<file path="config.mk">
export PLATFORM = sky130hd
export DESIGN_NAME = adder_tree_sequencer_flat
export DESIGN_NICKNAME = d
export VERILOG_FILES = /design/src/rtl/adder_tree_pkg.sv /design/src/rtl/adder_tree_sequencer_if.sv /design/src/rtl/acc_reg.sv /design/src/rtl/adder_tree_sequencer.sv /design/src/flat_wrapper.sv
export SDC_FILE = /design/constraint.sdc
export NUM_CORES = 1
export LEC_CHECK = 0
export CORE_AREA = 2 2 87 89
export CTS_CLUSTER_DIAMETER = 30
export DETAILED_ROUTE_END_ITERATION = 7
export DIE_AREA = 0 0 89 91
export DONT_BUFFER_PORTS = 1
export GPL_ROUTABILITY_DRIVEN = 1
export PLACE_DENSITY = 0.66
export SYNTH_ARGS = -nofsm -noshare
export SYNTH_HDL_FRONTEND = slang
export SYNTH_SLANG_ARGS = --single-unit
</file>
<file path="constraint.sdc">
create_clock -name clk -period 2.7 [get_ports clk]
set_input_delay 0.54 -clock clk [delete_from_list [all_inputs] [get_ports clk]]
set_output_delay 0.54 -clock clk [all_outputs]
set_load 0.02 [all_outputs]
</file>
<file path="src/rtl/adder_tree_pkg.sv">
// Shared constants and FSM state type for the adder-tree sequencer slice.
package adder_tree_pkg;
  localparam int ACC_W = 66;

  localparam logic [1:0] MODE_HALF    = 2'b00;
  localparam logic [1:0] MODE_TWOPASS = 2'b01;
  localparam logic [1:0] MODE_DOUBLE  = 2'b10;

  typedef enum logic [1:0] {
    ST_IDLE  = 2'd0,
    ST_PASS0 = 2'd1,
    ST_PASS1 = 2'd2,
    ST_DONE  = 2'd3
  } state_t;
endpackage

</file>
<file path="src/rtl/adder_tree_sequencer_if.sv">
// Job config, operand-beat, adder-tree return and result handshake bundle.
interface adder_tree_sequencer_if #(
  parameter int ACC_W = 66,
  parameter int LEN_W = 8
);
  logic             start;
  logic [1:0]       cfg_mode;
  logic [LEN_W-1:0] cfg_len;
  logic             in_valid;
  logic             in_ready;
  logic [ACC_W-1:0] tree_sum;
  logic             tree_sign;
  logic [ACC_W-1:0] acc_in;
  logic [1:0]       mode;
  logic             clk_cntr;
  logic             out_valid;
  logic             out_ready;
  logic [ACC_W-1:0] out_sum;
  logic             out_sign;
  logic             busy;

  modport master (
    output start, cfg_mode, cfg_len, in_valid, tree_sum, tree_sign, out_ready,
    input  in_ready, acc_in, mode, clk_cntr, out_valid, out_sum, out_sign, busy
  );

  modport slave (
    input  start, cfg_mode, cfg_len, in_valid, tree_sum, tree_sign, out_ready,
    output in_ready, acc_in, mode, clk_cntr, out_valid, out_sum, out_sign, busy
  );
endinterface

</file>
<file path="src/rtl/acc_reg.sv">
// Accumulator plus sign register: clear has priority over load; full-width load, no saturation.
module acc_reg #(
  parameter int W = 66
) (
  input  logic         clk,
  input  logic         rst_n,
  input  logic         i_clr,
  input  logic         i_load,
  input  logic [W-1:0] i_d,
  input  logic         i_sign_d,
  output logic [W-1:0] o_q,
  output logic         o_sign
);
  logic [W-1:0] r_q;
  logic         r_sign;

  always_ff @(posedge clk) begin
    if (!rst_n) begin
      r_q    <= '0;
      r_sign <= 1'b0;
    end else if (i_clr) begin
      r_q    <= '0;
      r_sign <= 1'b0;
    end else if (i_load) begin
      r_q    <= i_d;
      r_sign <= i_sign_d;
    end
  end

  assign o_q    = r_q;
  assign o_sign = r_sign;
endmodule

</file>
<file path="src/rtl/adder_tree_sequencer.sv">
// Sequences operand beats through an external adder tree, one or two passes per beat.
// Result held in DONE until out_ready; in_valid low stalls without any state change.
module adder_tree_sequencer #(
  parameter int ACC_W = adder_tree_pkg::ACC_W,
  parameter int LEN_W = 8
) (
  input logic                  clk,
  input logic                  rst_n,
  adder_tree_sequencer_if.slave bus
);
  import adder_tree_pkg::*;

  localparam logic [LEN_W:0] CNT_ONE = (LEN_W+1)'(1);

  state_t           r_state;
  state_t           w_next;
  logic [1:0]       r_mode;
  logic [LEN_W:0]   r_cnt;
  logic             w_in_ready;
  logic             w_clk_cntr;
  logic             w_out_valid;
  logic             w_load;
  logic             w_dec;
  logic             w_accept;
  logic             w_twopass;
  logic             w_last;
  logic [ACC_W-1:0] w_acc;
  logic             w_sign;

  assign w_twopass = (r_mode == MODE_TWOPASS);
  assign w_last    = (r_cnt == CNT_ONE);

  always_ff @(posedge clk) begin
    if (!rst_n) begin
      r_state <= ST_IDLE;
      r_mode  <= MODE_HALF;
      r_cnt   <= '0;
    end else begin
      r_state <= w_next;
      if (w_accept) begin
        r_mode <= bus.cfg_mode;
        // a zero length loads 2^LEN_W through the extra counter bit
        r_cnt  <= {(bus.cfg_len == '0), bus.cfg_len};
      end else if (w_dec) begin
        r_cnt  <= r_cnt - CNT_ONE;
      end
    end
  end

  always_comb begin
    w_next      = r_state;
    w_in_ready  = 1'b0;
    w_clk_cntr  = 1'b0;
    w_out_valid = 1'b0;
    w_load      = 1'b0;
    w_dec       = 1'b0;
    w_accept    = 1'b0;
    case (r_state)
      ST_IDLE: begin
        if (bus.start) begin
          w_accept = 1'b1;
          w_next   = ST_PASS0;
        end
      end
      ST_PASS0: begin
        if (w_twopass) begin
          // first pass of a held beat: accumulate but do not acknowledge it yet
          if (bus.in_valid) begin
            w_load = 1'b1;
            w_next = ST_PASS1;
          end
        end else begin
          w_in_ready = 1'b1;
          if (bus.in_valid) begin
            w_load = 1'b1;
            w_dec  = 1'b1;
            if (w_last) w_next = ST_DONE;
          end
        end
      end
      ST_PASS1: begin
        w_clk_cntr = 1'b1;
        w_in_ready = 1'b1;
        if (bus.in_valid) begin
          w_load = 1'b1;
          w_dec  = 1'b1;
          w_next = w_last ? ST_DONE : ST_PASS0;
        end
      end
      ST_DONE: begin
        w_out_valid = 1'b1;
        if (bus.out_ready) w_next = ST_IDLE;
      end
      default: w_next = ST_IDLE;
    endcase
  end

  acc_reg #(.W(ACC_W)) u_acc (
    .clk      (clk),
    .rst_n    (rst_n),
    .i_clr    (w_accept),
    .i_load   (w_load),
    .i_d      (bus.tree_sum),
    .i_sign_d (bus.tree_sign),
    .o_q      (w_acc),
    .o_sign   (w_sign)
  );

  assign bus.in_ready  = w_in_ready;
  assign bus.clk_cntr  = w_clk_cntr;
  assign bus.out_valid = w_out_valid;
  assign bus.acc_in    = w_acc;
  assign bus.out_sum   = w_acc;
  assign bus.out_sign  = w_sign;
  assign bus.mode      = r_mode;
  assign bus.busy      = (r_state != ST_IDLE);
endmodule

</file>
<file path="src/flat_wrapper.sv">
// flat-port wrapper written by rule: the top's interface ports become plain ports
module adder_tree_sequencer_flat import adder_tree_pkg::*;
#(
  parameter int ACC_W = adder_tree_pkg::ACC_W,
  parameter int LEN_W = 8
)
  (clk, rst_n, bus_start, bus_cfg_mode, bus_cfg_len, bus_in_valid, bus_tree_sum, bus_tree_sign, bus_out_ready, bus_in_ready, bus_acc_in, bus_mode, bus_clk_cntr, bus_out_valid, bus_out_sum, bus_out_sign, bus_busy);
  adder_tree_sequencer_if #(.ACC_W(ACC_W), .LEN_W(LEN_W)) bus_i ();
  input logic clk;
  input logic rst_n;
  input wire logic [$bits(bus_i.start)-1:0] bus_start;
  input wire logic [$bits(bus_i.cfg_mode)-1:0] bus_cfg_mode;
  input wire logic [$bits(bus_i.cfg_len)-1:0] bus_cfg_len;
  input wire logic [$bits(bus_i.in_valid)-1:0] bus_in_valid;
  input wire logic [$bits(bus_i.tree_sum)-1:0] bus_tree_sum;
  input wire logic [$bits(bus_i.tree_sign)-1:0] bus_tree_sign;
  input wire logic [$bits(bus_i.out_ready)-1:0] bus_out_ready;
  output wire logic [$bits(bus_i.in_ready)-1:0] bus_in_ready;
  output wire logic [$bits(bus_i.acc_in)-1:0] bus_acc_in;
  output wire logic [$bits(bus_i.mode)-1:0] bus_mode;
  output wire logic [$bits(bus_i.clk_cntr)-1:0] bus_clk_cntr;
  output wire logic [$bits(bus_i.out_valid)-1:0] bus_out_valid;
  output wire logic [$bits(bus_i.out_sum)-1:0] bus_out_sum;
  output wire logic [$bits(bus_i.out_sign)-1:0] bus_out_sign;
  output wire logic [$bits(bus_i.busy)-1:0] bus_busy;
  assign bus_i.start = bus_start;
  assign bus_i.cfg_mode = bus_cfg_mode;
  assign bus_i.cfg_len = bus_cfg_len;
  assign bus_i.in_valid = bus_in_valid;
  assign bus_i.tree_sum = bus_tree_sum;
  assign bus_i.tree_sign = bus_tree_sign;
  assign bus_i.out_ready = bus_out_ready;
  assign bus_in_ready = bus_i.in_ready;
  assign bus_acc_in = bus_i.acc_in;
  assign bus_mode = bus_i.mode;
  assign bus_clk_cntr = bus_i.clk_cntr;
  assign bus_out_valid = bus_i.out_valid;
  assign bus_out_sum = bus_i.out_sum;
  assign bus_out_sign = bus_i.out_sign;
  assign bus_busy = bus_i.busy;
  adder_tree_sequencer #(.ACC_W(ACC_W), .LEN_W(LEN_W)) u_core (.clk(clk), .rst_n(rst_n), .bus(bus_i));
endmodule
</file>
### Word level (Yosys, flattened, before mapping)

Index checks and enable logic that the tools add are counted.

* register bits: 80
* output and inout port bits: 139

* equal/unequal tests: 10
* bitwise logic cells: 1
* add/subtract/negate cells: 1
* muxes and demuxes: 21
* reductions and logical operators: 7

Operator list (number)
* $mux 9: 2
* $mux 2: 8
* $eq 9x1->1 const B: 1
* $sub 9x1->9 const B: 1
* $logic_not 8->1: 1
* $mux 1: 8
* $ne 2x2->1 const B: 4
* $pmux 2 s4: 1
* $reduce_and 5->1: 1
* $eq 2x1->1 const B: 2
* $eq 2x2->1 const B: 2
* $pmux 1 s2: 2
* $reduce_bool 2->1: 2
* $reduce_or 2->1: 2
* $ne 3x1->1 const B: 1
* $logic_not 2->1: 1
* $not 1->1: 1

### Longest topological paths before layout

* depth in word-level cells: 5
* gate-level depth with buffers: 8

### Hierarchy

From an unflattened synthesis, not the netlist that was laid out.

* cells, all modules: 384
* area, all modules: 3762.4 um^2

Modules (own cells, without submodules)
* acc_reg: area each 2411.1 um^2, cells each 217, seq. area each 1341.3 um^2, times used 1
* adder_tree_sequencer: area each 1351.3 um^2, cells each 167, seq. area each 260.2 um^2, times used 1

### Least setup slack after synthesis

Ideal clock, no wire load.

* path kind: register to register
* start point: reg u_core.r_state[0]
* end point: reg u_core.r_cnt[4]
* period minus slack after synthesis: 1.976 ns
* slack: 0.724 ns
* buffers on the path: 0
* library setup time: 0.074 ns
* data required time: 2.626 ns
* cell stages (with the launch flop): 7
* arrival time: 1.902 ns
* cells stage by stage: dfxtp_1 -> inv_1 -> ha_1 -> o211ai_1 -> or2_2 -> or3_2 -> a31oi_1

* cells in the longest elaborated chain, start to end: 3

Ends and longest elaborated chain
* start, declared: RTL line adder_tree_sequencer.sv:15 `state_t r_state;`
* start signal, assigned: RTL line adder_tree_sequencer.sv:39 `r_state <= w_next;`
* $eq 2x2->1 (tied with other cells): RTL line adder_tree_sequencer.sv:58 `case (r_state)`
* $pmux 1 s2 / $mux 1 (equally long branches): RTL line adder_tree_sequencer.sv:58
* $reduce_bool 2->1 (no source line) / $mux 9 (equally long branches)
* end signal, assigned: RTL line adder_tree_sequencer.sv:43 `r_cnt <= {(bus.cfg_len == '0), bus.cfg_len};`
* end signal, assigned: RTL line adder_tree_sequencer.sv:45 `r_cnt <= r_cnt - CNT_ONE;`
* end, declared: RTL line adder_tree_sequencer.sv:18 `logic [LEN_W:0] r_cnt;`

Several ways; a longest one is shown, not always the timed one.
A chain may end at the register's enable or synchronous reset.

### Worst setup path in the final report

Ends and elaborated chain as after synthesis.

==> results.ini <==
[pwr]
leakage_nw=1.16
comb_power_share_pct=26.7
power.share.clock_pct=23.4
switching_share_pct=42.1
intPower_mw=2.06
powerDensity_nw_per_um2=1020
seqPwrFrac_pct=50.0
p_switching_mw=1.49
ir_worst_vdd_uv=443

[synth]
ys_top_cells_by_area=dfxtp_1 44%, nand2_1 15%, buf_4 14%
synth_seq_area_share_pct=43.9
synth_seq_cells=80
syn_nets=550
synthFlopType=dfxtp_1
syn_area_per_cell_um2=7.92
synth.top_cell.area_share_pct=43.9
synth_compound_area_share_pct=14.5
synth_edf_count=0
synthMuxAreaShare_pct=0.274
synthArstFlopShare_pct=0
synth_xor_area_share_pct=0.719
synth_cell_types=39
yosys.area.top_type=dfxtp_1
synth-adder-area-share_pct=2.40
netlist_instances=461
synth_top_family_by_area=simple AND/OR/NAND/NOR gates
synth_area_um2=3650
synth_warnings=0
yosys.area_share.simple_pct=21.2

[hold_path]
whs_path_depth=2
worstHoldStart=bus_tree_sum[46]
hold_class=in -> reg
worstHoldEndpoint=u_core.u_acc.o_q[46]$_SDFFE_PP0P_

[setup_path]
cp-end-kind=flop
ff2ff_setup_slack_ns=0.52
r2r-start=u_core.r_state[0]$_SDFFE_PN0P_
cp_max_fo=6
cp.required_ns=2.96
path_class=reg -> reg
setup.worst_path.start_class=flop
arrival_ns=2.44
r2r-end=u_core.r_cnt[4]$_SDFFE_PN0P_
r2r_cells=6

[sta]
rsz0062_at_grt=no
relSlewSlack_pct=61.5
fin_crit_ns=2.18
timing.fmax_ghz=0.459
maxSlewViolCount=0
tightest_slew_ns=0.577
skew_ns=0.0162
finalCritPeriodShare_pct=80.6
hold_viol_final=0
setup_viol=0
final.setup.tns_ns=0
holdWs_ns=0.312

[placed_design]
place_congestion=0.830
port_buffers=0
dpl.cell_count=476
dpl.hpwl_mm=5.65
place_area_um2=3290

[finish]
nFillCells=731
multiInputGateArea_um2=1440
final_nets=477
drive_gt1_share_pct=8.91
postLayoutCellArea_um2=3470
syn_to_final_growth_pct=-4.93
n_antenna_cell=0
regArea_um2=1600
final_cells=492

[clock_tree]
ctsResizeCount=0
ctsHoldBuffers=0
path_clk_slew_ns=0.10
cts-root-buf=clkbuf_8
postCtsSetupRepairBufs=0
numCtsBuffers=9
clk-insertion-delay-late_ns=0.35
htreeDepth=3
cts.sinks=80
cts_tree=yes
clk_path_buf_depth=2

[floorplan]
die-area_um2=8100
start_util_pct=51.2
die_y_um=91
die_x_um=89
num_rows=31
coreArea_um2=7140
ios=221

[global_route]
grt_first_pass_wirelength_mm=12.5
track_usage_pct=19.4
grt_pass1_vias=2675
gr-total-overflow=0
grt_max_degree=39
antenna_found_initial=0

[drt]
wl_per_cell_um=16.3
via_count=2719
dr.pass1.iters=4
viasPerCell=5.53
routed_wl_mm=8.03
ant_nets=0
drtIter0Drc=135
route.detailed.drc=0

[job]
cap_violations=0

[outcome]
status=completed

[synthesized netlist by cell type, types with 2 or more instances]
cell type and n:
buf_1 5, nand3_1 3, nor4_1 3, buf_4 66, ha_1 7, a21oi_1 72, a221oi_1 2, and2_1 2
a31oi_1 2, nor2_1 5, inv_1 6, a21boi_0 2, or3_1 2, nor3b_1 2, o211ai_1 2, clkbuf_1 19
dfxtp_1 80, nand2_1 144, and4_1 2, o21ai_0 10, xnor2_1 3, nand2b_1 2, nor3_1 4
[per-stage QoR]
stage / power [mW] / worst slack (ns) / utilization [%]
3_3_place_gp: 2.72 / 0.616 / 46.0
2_1_floorplan: 2.62 / 0.724 / -
3_5_place_dp: 2.75 / 0.553 / 46.0
5_1_grt: 3.79 / 0.252 / 48.7
6_report: 3.55 / 0.523 / 48.7
4_1_cts: 3.58 / 0.539 / 48.7
[layer usage]
metal  routed length, um  vias up  track usage [%]  part of all wire (%)
met2                3870      152             33.6                    48
li1                    -     1316                -                     -
met1                3300     1234             21.7                    41
met3                 673       17             6.73                   8.4
met5                   0        -                0                     0
met4                 174        0             7.09                   2.2
[state kept, by name, indices dropped and copies added, names as in the netlist]
name and cells:
u_core.u_acc.o_q 66, u_core.r_state 2, u_core.r_cnt 9, u_core.u_acc.o_sign 1
u_core.bus.mode 2
[critical path, cell delays in order (launching register included)]
cell,delay [ns]
dfxtp_1,0.34
inv_1,0.11
ha_1,0.40
o211ai_1,0.25
or2_2,0.38
or3_2,0.45
a31oi_1,0.16
[worst max-delay path by stage]
stage | start | to | slack (ns) | depth (start not counted)
after global routing | u_core.r_state[0]$_SDFFE_PN0P_ | u_core.r_cnt[8]$_SDFFE_PN0P_ | 0.25 | 6
after global placement | u_core.r_state[0]$_SDFFE_PN0P_ | u_core.r_cnt[4]$_SDFFE_PN0P_ | 0.62 | 6
final | u_core.r_state[0]$_SDFFE_PN0P_ | u_core.r_cnt[4]$_SDFFE_PN0P_ | 0.52 | 6
after detailed placement | u_core.r_state[0]$_SDFFE_PN0P_ | u_core.r_cnt[4]$_SDFFE_PN0P_ | 0.55 | 6
after floorplan | u_core.r_state[0]$_SDFFE_PN0P_ | u_core.r_cnt[4]$_SDFFE_PN0P_ | 0.72 | 6
after CTS | u_core.r_state[0]$_SDFFE_PN0P_ | u_core.r_cnt[8]$_SDFFE_PN0P_ | 0.54 | 6
[kinds of logic after synthesis]
kind of cell / count (synthesis)
AND/OR/NAND/NOR: 177
XOR/XNOR: 3
AO/OA/AOI/OAI: 96
adder cells (fa/ha/maj): 7
buffers and inverters: 97
multiplexers: 1
flip-flops: 80
[cell usage in the layout (no fill, tap or decap), types with 2 or more instances in the layout]
| cell type | netlist | layout |
|---|---|---|
| inv_1 | 6 | 6 |
| inv_6 | 0 | 3 |
| nor2_1 | 5 | 5 |
| nor3b_1 | 2 | 2 |
| and4_1 | 2 | 2 |
| nand2_1 | 144 | 142 |
| buf_4 | 66 | 3 |
| o21ai_0 | 10 | 10 |
| nor3_1 | 4 | 4 |
| a21oi_1 | 72 | 72 |
| a31oi_1 | 2 | 2 |
| nand3_1 | 3 | 3 |
| nor4_1 | 3 | 3 |
| clkbuf_8 | 1 | 10 |
| ha_1 | 7 | 7 |
| a21boi_0 | 2 | 2 |
| dfxtp_1 | 80 | 80 |
| xnor2_1 | 3 | 3 |
| a221oi_1 | 2 | 2 |
| buf_12 | 0 | 4 |
| nand2_2 | 0 | 2 |
| nand2b_1 | 2 | 2 |
| clkinvlp_4 | 0 | 3 |
| or3_1 | 2 | 2 |
| o211ai_1 | 2 | 2 |
[layout make-up]
class	count	area share, %
Inverter	6	0.649
Clock buffer	10	3.96
Multi-Input combinational cell	284	41.3
Timing Repair Buffer	7	2.95
Sequential cell	80	46.1
Tap cell	99	3.57
Clock inverter	6	1.41
[power by group through the flow]
stage | clock (mW) | sequential (mW) | combinational [mW]
final | 0.830 | 1.77 | 0.946
after global routing | 0.905 | 1.81 | 1.08
after CTS | 0.854 | 1.77 | 0.950
after detailed placement | 0 | 1.80 | 0.948
after global placement | 0 | 1.80 | 0.924
after floorplan | 0 | 1.62 | 1.01
Note: power is estimated with default switching activity, not from simulation.
